[config.mk]
export PLATFORM = sky130hd
export DESIGN_NAME = mux_tree_pipe
export DESIGN_NICKNAME = d
export VERILOG_FILES = /design/src/rtl/mux_tree_pipe.sv
export SDC_FILE = /design/constraint.sdc
export NUM_CORES = 1
export LEC_CHECK = 0
export ABC_AREA = 0
export CORE_MARGIN = 5
export CORE_UTILIZATION = 52
export DETAILED_ROUTE_END_ITERATION = 12
export MAX_ROUTING_LAYER = met4
export PLACE_DENSITY = 0.95
export SYNTH_ARGS = -nofsm -noshare
export SYNTH_HDL_FRONTEND = slang
export SYNTH_SLANG_ARGS = --single-unit
[constraint.sdc]
create_clock -name clk -period 2.11 [get_ports clk]
set_input_delay 0.5275 -clock clk [delete_from_list [all_inputs] [get_ports clk]]
set_output_delay 0.5275 -clock clk [all_outputs]
set_load 0.02 [all_outputs]
[src/rtl/mux_tree_pipe.sv]
`default_nettype none
// ============================================================================
// Module  : mux_tree_pipe
// Brief   : Pipelined N:1 mux tree, one register stage per 2:1 level, with
//           valid/ready flow control. Optional MUXTREE_PARITY_EN adds out_par.
// Revision: 1.0 - initial release
// ============================================================================
module mux_tree_pipe #(
  parameter int WIDTH  = 8,
  parameter int SEL_W  = 3,
  localparam int NUM_IN = 1 << SEL_W
) (
  input  logic                    clk,
  input  logic                    rst,
  input  logic [NUM_IN*WIDTH-1:0] in_data,
  input  logic [SEL_W-1:0]        in_sel,
  input  logic                    in_valid,
  output logic                    in_ready,
  output logic [WIDTH-1:0]        out_data,
  output logic [SEL_W-1:0]        out_sel,
  output logic                    out_valid,
  input  logic                    out_ready
`ifdef MUXTREE_PARITY_EN
  ,output logic                   out_par
`endif
);

  localparam int LAST = SEL_W - 1;

  logic [SEL_W-1:0] valid;
  logic [SEL_W:0]   ready;

  // Ready ripples combinationally from the consumer back to the producer.
  always_comb begin
    ready[SEL_W] = out_ready;
    for (int k = SEL_W - 1; k >= 0; k--) begin
      ready[k] = !valid[k] || ready[k+1];
    end
  end

  for (genvar k = 0; k < SEL_W; k++) begin : g_stage
    localparam int NPREV = 1 << (SEL_W - k);
    localparam int NCAND = NPREV / 2;

    logic [NPREV*WIDTH-1:0] prev_data;
    logic [SEL_W-1:0]       prev_sel;
    logic                   prev_valid;
    logic [NCAND*WIDTH-1:0] nxt;
    logic [NCAND*WIDTH-1:0] cand;
    logic [SEL_W-1:0]       sel;
    logic                   vld;

    if (k == 0) begin : g_src_in
      assign prev_data  = in_data;
      assign prev_sel   = in_sel;
      assign prev_valid = in_valid;
    end else begin : g_src_stage
      assign prev_data  = g_stage[k-1].cand;
      assign prev_sel   = g_stage[k-1].sel;
      assign prev_valid = g_stage[k-1].vld;
    end

    // Select bit k picks between each adjacent candidate pair.
    always_comb begin
      nxt = '0;
      for (int j = 0; j < NCAND; j++) begin
        nxt[j*WIDTH +: WIDTH] = prev_sel[k] ? prev_data[(2*j+1)*WIDTH +: WIDTH]
                                            : prev_data[(2*j)*WIDTH +: WIDTH];
      end
    end

    always_ff @(posedge clk) begin
      if (rst) begin
        vld  <= 1'b0;
        cand <= '0;
        sel  <= '0;
      end else if (ready[k]) begin
        vld <= prev_valid;
        if (prev_valid) begin
          cand <= nxt;
          sel  <= prev_sel;
        end
      end
    end

    assign valid[k] = vld;
  end

  assign in_ready  = ready[0];
  assign out_data  = g_stage[LAST].cand;
  assign out_sel   = g_stage[LAST].sel;
  assign out_valid = g_stage[LAST].vld;

`ifdef MUXTREE_PARITY_EN
  always_ff @(posedge clk) begin
    if (rst) begin
      out_par <= 1'b0;
    end else if (ready[LAST] && g_stage[LAST].prev_valid) begin
      out_par <= ^g_stage[LAST].nxt;
    end
  end
`endif

endmodule
`default_nettype wire

==> metrics <==
number of setup buffers added after CTS 0; CTS Hold Bufs 0; Flop pwr share 49.7%; finished layout cell area 4240 um^2; GPL Wtd Cong 0.817; Tot GR Track Use 22.1%; Synth top area share 42.4%; Crit. End Element output port; Min-Delay Path Depth 2; initial core utilization 53.9%; routed vias 2711; min cycle time layout 1.97 ns; count of different cell masters after synthesis 25; Slew Limit Fails 0; required time worst endpoint 1.58 ns; DP Worst Slack -0.270 ns; FF-to-FF path depth 5; wire per inst 17.7 um; DRT Wirelength 8.20 mm; top-level I/O count 84; WHS Endpoint out_sel[1]$_SDFFE_PP0P_; Worst Slack Setup Final 0.143 ns; clock sink total 68; Syn. warnings 0; Chip Height 88.6 um; Sw Share 26.3%; most frequent cells in the layout 80 x clkdlybuf4s50_1, 68 x dfxtp_1, 62 x a21oi_1, 59 x mux2i_1, 29 x a211oi_1; core footprint 5960 um^2; hold violation count in the final report 0; Placement Cell Area 4090 um^2; CP Launch Type input pin; vias per cell 5.87; Yosys top cell by area dfxtp_1; PortBufs 83; worst skew pair latency 0.35 ns; Synth area leaders dfxtp_1 42%, mux2i_1 18%, a211oi_2 11%; maximum clock path buffer count 2; final worst-path cycle share 93.2%; Post-DRT Antenna Nets 0; H-tree levels 3; CP max stage delay 0.47 ns; Slew HR 62.6%; largest net degree at the start of global routing 38; Reg2Reg Launch Point out_valid$_SDFFE_PP0P_; Crit-path slowest cell clkdlybuf4s50_1; iteration count of the initial detailed-routing pass 6; max frequency 0.508 GHz; CP Data Arrival Time 1.44 ns; flop-to-flop setup slack 0.50 ns; Post-Syn Nets 379; post-synthesis register bit count 68; final setup vio count 0; status finished, final reports clean; clock root buffer clkbuf_8; CTS buffer count 9; clock slew seen by the registers of the worst setup and hold paths 0.06 ns; drc violations 0; commonest non-fill, non-tap cell in the layout clkdlybuf4s50_1; Avg Synthesized Cell Area 10.4 um^2; Chip Width 88.6 um; VDD IR max 0.427 mV; hold path start out_sel[1]$_SDFFE_PP0P_; Comb pwr share 17.9%; initial antenna violation count 0; Pwr per Cell Area 673 nW/um^2; DPL Wire Length 5.74 mm; register area share after synthesis 42.4%; # diodes 0; GRT overflow 0; max-cap violations 0; Area Growth Syn to Fin 32.2%; TritonCTS clock tree built; Critical R2R Capture g_stage[0].cand[7]$_SDFFE_PP0P_; worst slew pin tran 0.560 ns; post-route clock skew 0.00542 ns; Leak 0.00156 uW; Hold Crit Class reg2reg; number of global-route vias before repair 2677; Starting DRT DRC Count 204; Crit Path Max Fanout 4; share of layout cells above drive strength 1 15.5%; cell count after synthesis 308; first-pass GRT wire length 12.9 mm; Final #Nets 453; CP Cell Sequence clkdlybuf4s50_1 -> nand4b_2 -> clkbuf_2; Post-Synthesis Cell Area 3210 um^2; clock share of power 32.4%; Pint 2100 uW; RSZ-0062 raised after global routing no; full die area 7850 um^2; # rows 28; switching power 751 uW; critical path type in2out
==> through the flow <==
step / setup TNS [ns] / util [%] / power [uW] / hold slack [ns] / std cells
floorplan: 0 / - / 1720 / 0.449 / 308
global placement: -2.18 / 68.6 / 1920 / 0.465 / 446
detailed placement: -4.06 / 68.6 / 1950 / 0.470 / 446
CTS: 0 / 71.3 / 2840 / 0.478 / 462
global route: 0 / 71.2 / 2950 / 0.493 / 462
finish: 0 / 71.2 / 2850 / 0.479 / 462
==> worst max path at each step <==
stage          cells past startpoint  endpoint      start
2_1_floorplan                      3  in_ready  out_ready
3_3_place_gp                       3  in_ready  out_ready
3_5_place_dp                       3  in_ready  out_ready
4_1_cts                            3  in_ready  out_ready
5_1_grt                            3  in_ready  out_ready
6_report                           3  in_ready  out_ready
==> timing repair <==
| action | CTS | global route |
|---|---|---|
| cloned | 0 | 0 |
| setup endpoints to repair | 1 | 1 |
| resized for setup | 2 | 1 |
==> cell families after synthesis <==
logic type	count (synthesis)	synth area share (%)
simple gates	19	4.21
compound gates	125	28.2
flops	68	42.4
buf+inv	37	6.82
mux	59	18.4
==> state kept, by name, summed over array words and instances, names as in the netlist <==
register,count
out_data,8
out_sel,3
g_stage.sel,6
out_valid,1
g_stage.cand,48
g_stage.vld,2
==> synth_stat cells <==
cell type   n
clkbuf_1    7
nand3b_2    1
buf_2       9
dfxtp_1    68
buf_4       9
nand3_1     3
nand4b_2    1
nand2_1     1
a21oi_1    62
a21oi_2     1
nand4b_1    3
mux2i_1    59
and2_4      1
o21ai_1     3
a211oi_2   27
and2b_1     1
nor2_1      1
inv_1       3
o21ai_0     3
buf_1       3
clkbuf_2    1
buf_6       4
nand2b_1    7
a211oi_1   29
clkbuf_4    1
==> power by group through the flow <==
stage          clock (uW)  combinational, uW  sequential (uW)
3_3_place_gp            0                483             1440
5_1_grt               980                543             1430
4_1_cts               914                509             1420
6_report              924                510             1420
2_1_floorplan           0                286             1440
3_5_place_dp            0                504             1440
==> worst max-delay path, delay by kind of cell <==
kind / cells / cell delay, ns
buffers and inverters: 2 / 0.65
and+or+nand+nor: 1 / 0.26
==> routing by layer <==
layer / track usage, % / vias up / routed length, um
met4: 10.9 / 0 / 266
met1: 26.2 / 1271 / 3370
li1: - / 1304 / -
met5: - / - / 0
met2: 36.2 / 114 / 4070
met3: 3.82 / 22 / 495
==> cell type report <==
class | instances | area [um^2]
Clock inverter | 2 | 10.0
Inverter | 3 | 11.3
Fill cell | 441 | 1710
Timing Repair Buffer | 97 | 983
Clock buffer | 14 | 153
Multi-Input combinational cell | 203 | 1630
Sequential cell | 68 | 1360
Tap cell | 75 | 93.8
Power figures use the tool's default switching activity.
